$ cat src/rtl/xosera_bus_bridge.sv
`default_nettype none
// ============================================================================
//  Module   : xosera_bus_bridge
//  Purpose  : Queues 16-bit CPU register accesses and replays them as timed
//             8-bit Xosera bus cycles (setup / strobe / hold per byte).
//  Revision : 1.0  initial release
// ============================================================================

module xosera_bus_bridge #(
   parameter int FIFO_DEPTH    = 4,
   parameter int SETUP_CYCLES  = 1,
   parameter int STROBE_CYCLES = 2,
   parameter int HOLD_CYCLES   = 1,
   parameter int REG_W         = 4
) (
   input  logic             clk,
   input  logic             reset,
   input  logic             cpu_req,
   input  logic             cpu_write,
   input  logic             cpu_byte,
   input  logic [REG_W-1:0] cpu_reg,
   input  logic [15:0]      cpu_wdata,
   output logic             cpu_busy,
   output logic [15:0]      cpu_rdata,
   output logic             cpu_rdata_valid,
   output logic             bus_cs_n,
   output logic             bus_rd_nwr,
   output logic [REG_W-1:0] bus_reg_num,
   output logic             bus_bytesel,
   output logic [7:0]       bus_data_o,
   input  logic [7:0]       bus_data_i
);

   localparam int c_AW      = $clog2(FIFO_DEPTH);
   localparam int c_MAX_SS  = (SETUP_CYCLES > STROBE_CYCLES) ? SETUP_CYCLES : STROBE_CYCLES;
   localparam int c_MAX_PH  = (c_MAX_SS > HOLD_CYCLES) ? c_MAX_SS : HOLD_CYCLES;
   localparam int c_CNT_W   = $clog2(c_MAX_PH + 1);
   localparam int c_ENT_W   = REG_W + 18;
   localparam int c_WR_BIT  = c_ENT_W - 1;
   localparam int c_BY_BIT  = c_ENT_W - 2;

   localparam logic [c_CNT_W-1:0] c_CNT_ONE    = c_CNT_W'(1);
   localparam logic [c_CNT_W-1:0] c_CNT_SETUP  = c_CNT_W'(SETUP_CYCLES);
   localparam logic [c_CNT_W-1:0] c_CNT_STROBE = c_CNT_W'(STROBE_CYCLES);
   localparam logic [c_CNT_W-1:0] c_CNT_HOLD   = c_CNT_W'(HOLD_CYCLES);

   localparam logic [1:0] c_ST_IDLE   = 2'd0;
   localparam logic [1:0] c_ST_SETUP  = 2'd1;
   localparam logic [1:0] c_ST_STROBE = 2'd2;
   localparam logic [1:0] c_ST_HOLD   = 2'd3;

   // Entry layout: {write, byte_mode, reg, wdata}
   logic [c_ENT_W-1:0] r_mem [FIFO_DEPTH];
   logic [c_AW:0]      r_wr_ptr;
   logic [c_AW:0]      r_rd_ptr;
   logic               w_empty;
   logic               w_full;
   logic               w_accept;
   logic               w_pop;
   logic [c_ENT_W-1:0] w_head;
   logic               w_head_wr;
   logic               w_head_byte;
   logic [REG_W-1:0]   w_head_reg;
   logic [15:0]        w_head_data;

   logic [1:0]         r_state;
   logic [c_CNT_W-1:0] r_cnt;
   logic               r_wr;
   logic               r_idx;
   logic [7:0]         r_wdata_lo;
   logic [15:0]        r_cap;
   logic               r_rd_pend;
   logic               w_cnt_done;
   logic               w_read_done;

   assign w_empty  = (r_wr_ptr == r_rd_ptr);
   assign w_full   = (r_wr_ptr[c_AW] != r_rd_ptr[c_AW]) &&
                     (r_wr_ptr[c_AW-1:0] == r_rd_ptr[c_AW-1:0]);
   assign cpu_busy = w_full | r_rd_pend;
   assign w_accept = cpu_req & ~cpu_busy;
   assign w_pop    = (r_state == c_ST_IDLE) & ~w_empty;

   assign w_head      = r_mem[r_rd_ptr[c_AW-1:0]];
   assign w_head_wr   = w_head[c_WR_BIT];
   assign w_head_byte = w_head[c_BY_BIT];
   assign w_head_reg  = w_head[16 +: REG_W];
   assign w_head_data = w_head[15:0];

   assign w_cnt_done  = (r_cnt == c_CNT_ONE);
   // Last byte of a read leaves HOLD here; byte mode starts at index 1.
   assign w_read_done = (r_state == c_ST_HOLD) & w_cnt_done & r_idx & ~r_wr;

   always_ff @(posedge clk) begin
      if (w_accept) begin
         r_mem[r_wr_ptr[c_AW-1:0]] <= {cpu_write, cpu_byte, cpu_reg, cpu_wdata};
      end
   end

   always_ff @(posedge clk) begin
      if (!reset) begin
         r_wr_ptr <= '0;
         r_rd_ptr <= '0;
      end else begin
         if (w_accept) begin
            r_wr_ptr <= r_wr_ptr + 1'b1;
         end
         if (w_pop) begin
            r_rd_ptr <= r_rd_ptr + 1'b1;
         end
      end
   end

   // A read holds off further requests until its data has been returned.
   always_ff @(posedge clk) begin
      if (!reset) begin
         r_rd_pend <= 1'b0;
      end else if (w_accept && !cpu_write) begin
         r_rd_pend <= 1'b1;
      end else if (w_read_done) begin
         r_rd_pend <= 1'b0;
      end
   end

   always_ff @(posedge clk) begin
      if (!reset) begin
         r_state         <= c_ST_IDLE;
         r_cnt           <= '0;
         r_wr            <= 1'b0;
         r_idx           <= 1'b0;
         r_wdata_lo      <= 8'h00;
         r_cap           <= 16'h0000;
         bus_cs_n        <= 1'b1;
         bus_rd_nwr      <= 1'b1;
         bus_reg_num     <= '0;
         bus_bytesel     <= 1'b0;
         bus_data_o      <= 8'h00;
         cpu_rdata       <= 16'h0000;
         cpu_rdata_valid <= 1'b0;
      end else begin
         cpu_rdata_valid <= 1'b0;
         case (r_state)
            c_ST_IDLE: begin
               if (!w_empty) begin
                  r_wr        <= w_head_wr;
                  r_idx       <= w_head_byte;
                  r_wdata_lo  <= w_head_data[7:0];
                  r_cap       <= 16'h0000;
                  bus_reg_num <= w_head_reg;
                  bus_rd_nwr  <= ~w_head_wr;
                  bus_bytesel <= w_head_byte;
                  if (!w_head_wr) begin
                     bus_data_o <= 8'h00;
                  end else if (w_head_byte) begin
                     bus_data_o <= w_head_data[7:0];
                  end else begin
                     bus_data_o <= w_head_data[15:8];
                  end
                  r_cnt   <= c_CNT_SETUP;
                  r_state <= c_ST_SETUP;
               end
            end
            c_ST_SETUP: begin
               if (w_cnt_done) begin
                  bus_cs_n <= 1'b0;
                  r_cnt    <= c_CNT_STROBE;
                  r_state  <= c_ST_STROBE;
               end else begin
                  r_cnt <= r_cnt - 1'b1;
               end
            end
            c_ST_STROBE: begin
               if (w_cnt_done) begin
                  if (!r_wr) begin
                     if (r_idx) begin
                        r_cap[7:0] <= bus_data_i;
                     end else begin
                        r_cap[15:8] <= bus_data_i;
                     end
                  end
                  bus_cs_n <= 1'b1;
                  r_cnt    <= c_CNT_HOLD;
                  r_state  <= c_ST_HOLD;
               end else begin
                  r_cnt <= r_cnt - 1'b1;
               end
            end
            c_ST_HOLD: begin
               if (w_cnt_done) begin
                  if (!r_idx) begin
                     r_idx       <= 1'b1;
                     bus_bytesel <= 1'b1;
                     bus_data_o  <= r_wr ? r_wdata_lo : 8'h00;
                     r_cnt       <= c_CNT_SETUP;
                     r_state     <= c_ST_SETUP;
                  end else begin
                     if (!r_wr) begin
                        cpu_rdata       <= r_cap;
                        cpu_rdata_valid <= 1'b1;
                     end
                     r_state <= c_ST_IDLE;
                  end
               end else begin
                  r_cnt <= r_cnt - 1'b1;
               end
            end
            default: begin
               r_state <= c_ST_IDLE;
            end
         endcase
      end
   end

endmodule

`default_nettype wire
$ cat config.mk
export PLATFORM = sky130hd
export DESIGN_NAME = xosera_bus_bridge
export DESIGN_NICKNAME = d
export VERILOG_FILES = /design/src/rtl/xosera_bus_bridge.sv
export SDC_FILE = /design/constraint.sdc
export NUM_CORES = 1
export LEC_CHECK = 0
export CELL_PAD_IN_SITES_DETAIL_PLACEMENT = 0
export CELL_PAD_IN_SITES_GLOBAL_PLACEMENT = 1
export CORE_MARGIN = 2
export CORE_UTILIZATION = 35
export CTS_CLUSTER_DIAMETER = 50
export DETAILED_ROUTE_END_ITERATION = 16
export GPL_TIMING_DRIVEN = 0
export PLACE_DENSITY_LB_ADDON = 0.1
export SLEW_MARGIN = 20
export SYNTH_ARGS = -nofsm -noshare
export SYNTH_HDL_FRONTEND = slang
export SYNTH_SLANG_ARGS = --single-unit
$ cat constraint.sdc
create_clock -name clk -period 4 [get_ports clk]
set_clock_uncertainty 0.15 [all_clocks]
set_input_delay 0.8 -clock clk [delete_from_list [all_inputs] [get_ports clk]]
set_output_delay 0.8 -clock clk [all_outputs]
set_load 0.02 [all_outputs]
==> impl_results.md <==
* Reg-to-reg slack, setup at ~1.4 ns
* Area grow syn2layout at 24.9%
* Fraction of layout cells with a size suffix above 1 at between 10% and 20%
* Row cnt at between 40 and 50
* Final Hold Vio Count at 0
* Crit Path Max Fanout at 6
* Post_cts resized at 0
* Adder-Cell Fraction of Synth Area at roughly 2.4%
* Final hold slack at 0.302 ns
* Initial antenna violation count at 0
* Worst setup EP type: output pin
* Mapped Area at ~6300 µm²
* CTS tree: yes
* Port Buf Inserts at between 60 and 70
* Routed wire length at ~14000 µm
* CTS Root Cell: clkbuf_16
* Synth Instances at roughly 460
* Die H at 138 µm
* Global-route wire length before repair at 22200 µm
* Outcome: finished, final reports clean
* Leak Pwr at 2.67 nW
* Gr ovfl total at 0
* Number of enable flip-flop cells after synthesis at 88
* First-pass iteration count of the detailed router at 5
* Maximum clock frequency at around 320 MHz
* Vias at 3912
* HP Start: r_cap[14]$_SDFFE_PN0P_
* Hold Path End: cpu_rdata[14]$_SDFFE_PN0P_
* Final core utilization at 45.0%
* Largest family of logic cells by synthesized area: multiplexers
* WL per Instance at roughly 18 µm
* Clock latency on the worst-skew pair at between 0.4 and 0.5 ns
* Crit path kind: flop to output pin
* Ant diodes at 0
* HP Class: flop to flop
* Ys async rst share at 0%
* Post-layout nets at ~600
* Number of global-route vias before repair at around 4000
* Total number of yosys warnings at 0
* DRT antenna net count at 0
* Post-synth top flop: edfxtp_1
* Max-cap violation count at 0
* Post-cts hold buffer count at 0
* Mean Syn Cell Area at roughly 14 µm²
* CP bufs+invs at 1
* Vias/cell at approximately 5
* Post-synthesis sequential area ratio at approximately 65%
* Reg2reg end: bus_data_o[0]$_SDFFE_PN0P_
* Reg-to-Reg Start: r_cnt[0]$_SDFFE_PN0P_
* Worst r2r path cells at 6
* Hold Crit Depth at 2
* GP Congestion at between 0.7 and 0.8
* Crit-path slowest cell: clkdlybuf4s50_1
* Die area at between 15000 and 20000 µm²
* Register Area at roughly 4100 µm²
* Worst path max stage delay at 0.60 ns
* Critical path startpoint category: flop
* Worst path cell trace: xnor2_1 -> a31o_2 -> clkdlybuf4s50_1
* Post-CTS Setup Bufs at 0
* Slew at the pin with the worst max-slew slack at roughly 0.77 ns
* Simple-gate portion of the synthesized area at approximately 9.1%
* Final Max Tran Viols at 0
* Mux share of post-synthesis cell area at between 10% and 20%
* Flop and latch count out of synthesis at approximately 160
* DRT iter0 DRCs at 211
* Starting Density at 36.0%
* Max H-tree Level at 4
* Synth unique cells at between 40 and 50
* Drt drc at 0
* Crit-path leading delay family: buffers and inverters
* Slew Limit Headroom at about 50%
* Pin count of the biggest net entering global routing at 23
* Core area at roughly 17000 µm²
* RSZ-0062 raised after global routing: no
* Crit path arrival time at approximately 2.2 ns
* Syn_nets at about 500
* Total GRT Usage at between 15 and 20%
* Clk buf depth at 2
* Final period util at between 70% and 80%
* Post-synthesis compound-gate area fraction at a little over 6%
* Max VDD drop at 0.000327 V
* Final Critical Period at 3.16 ns
* Cts bufs inserted at 17
* PwrDens at roughly 670 nW/µm²
* Setup tns final at 0 ns
* Post-DP HPWL at between 9000 and 10000 µm
* Footprint of the multi-input gates at between 2000 and 2500 µm²
* Die W at 138 µm
* Worst-path clk slew at approximately 0.07 ns
* Clock sinks at roughly 160
* Fillcell total at between 1500 and 2000
* Xor/xnor cell area share of the yosys netlist at ~1.4%
* Data required, critical path at about 3 ns
* Final setup vio count at 0
* Ports at 66
[metrics by stage]
step | std cells | instance area (µm²) | setup slack, ns | total power [mW]
finish | 782 | 7840 | 0.836 | 5.25
global route | 782 | 7840 | 0.702 | 5.53
CTS | 782 | 7840 | 0.806 | 5.31
detailed placement | 750 | 7260 | 0.939 | 3.69
global placement | 749 | 7210 | -0.444 | 3.65
floorplan | 459 | 6280 | 1.32 | 3.17
[area by class of cell]
type                       instances  share of cell area [%]
multi-input combinational        261                    26.4
clock buffer                      18                    5.47
timing repair buffer              66                    8.65
inverter                          11                   0.526
buffer                            28                    1.60
sequential                       159                    51.8
clock inverter                    14                    2.01
tap                              225                    3.59
[how the worst max path moves through the flow]
stage | start | endpoint | cells past startpoint
2_1_floorplan | cpu_req | r_mem[3][0]$_DFFE_PP_ | 2
3_3_place_gp | cpu_req | r_mem[3][6]$_DFFE_PP_ | 3
3_5_place_dp | cpu_req | r_mem[0][2]$_DFFE_PP_ | 4
4_1_cts | r_wr_ptr[1]$_SDFFE_PN0P_ | cpu_busy | 3
5_1_grt | r_wr_ptr[2]$_SDFFE_PN0P_ | cpu_busy | 3
6_report | r_wr_ptr[1]$_SDFFE_PN0P_ | cpu_busy | 3
[metal layers]
metal / share of wire [%] / GRT usage (%)
met1: 47 / 20.6
met2: 48 / 26.4
met3: 4.0 / 4.42
met4: 1.4 / 5.73
met5: 0 / 0
[Yosys cell counts, types with 2 or more instances]
cell	instances	area (µm²)
o221ai_1	8	70.1
nand3_1	11	55.1
ha_1	12	150
o41ai_1	2	17.5
nand2_1	66	248
o21ai_0	7	35.0
mux4_2	22	495
mux2i_1	35	350
buf_2	7	35.0
xnor2_1	5	43.8
nand4_1	9	56.3
dfxtp_1	71	1420
and3_1	3	18.8
o31a_1	2	17.5
o31ai_1	2	15.0
nand3b_1	2	15.0
xor2_1	3	26.3
inv_1	10	37.5
clkbuf_1	18	67.6
and2_1	4	25.0
a21oi_1	24	120
edfxtp_1	88	2640
nor2b_1	2	12.5
nor2_1	21	78.8
or3_1	2	12.5
[power breakdown]
part | internal, mW | switching (mW) | total (mW)
clock network | 0.933 | 0.684 | 1.62
registers | 1.93 | 0.131 | 2.06
logic | 0.692 | 0.888 | 1.58
[cells in the final DEF (no fill, tap or decap), types with 8 or more instances in the layout]
cell type | Yosys | final
a21oi_1 | 24 | 24
dfxtp_1 | 71 | 71
edfxtp_1 | 88 | 88
nor2_1 | 21 | 21
mux4_2 | 22 | 22
ha_1 | 12 | 12
clkbuf_1 | 18 | 19
clkbuf_16 | 0 | 17
clkdlybuf4s50_1 | 0 | 65
inv_1 | 10 | 10
mux2i_1 | 35 | 35
o221ai_1 | 8 | 8
nand4_1 | 9 | 9
nand3_1 | 11 | 11
nand2_1 | 66 | 66
[flip-flops by register name, summed over array words and instances, names as in the netlist, 2 cells and up, named ones only]
name,count
r_mem,88
cpu_rdata,16
r_cap,16
bus_data_o,8
r_wdata_lo,8
bus_reg_num,4
r_rd_ptr,3
r_wr_ptr,3
r_cnt,2
r_state,2
[kinds of logic after synthesis]
| logic type | Yosys count |
|---|---|
| compound gates | 57 |
| flops | 159 |
| simple gates | 126 |
| mux | 57 |
| xor+xnor | 9 |
| fa+ha+maj | 12 |
| buf+inv | 39 |
[worst min-delay path: stages (launching register included)]
cell and delay (ns):
dfxtp_1 0.31, nand2_1 0.05, a21oi_1 0.05
No activity file was read; power rests on OpenSTA's default activity.
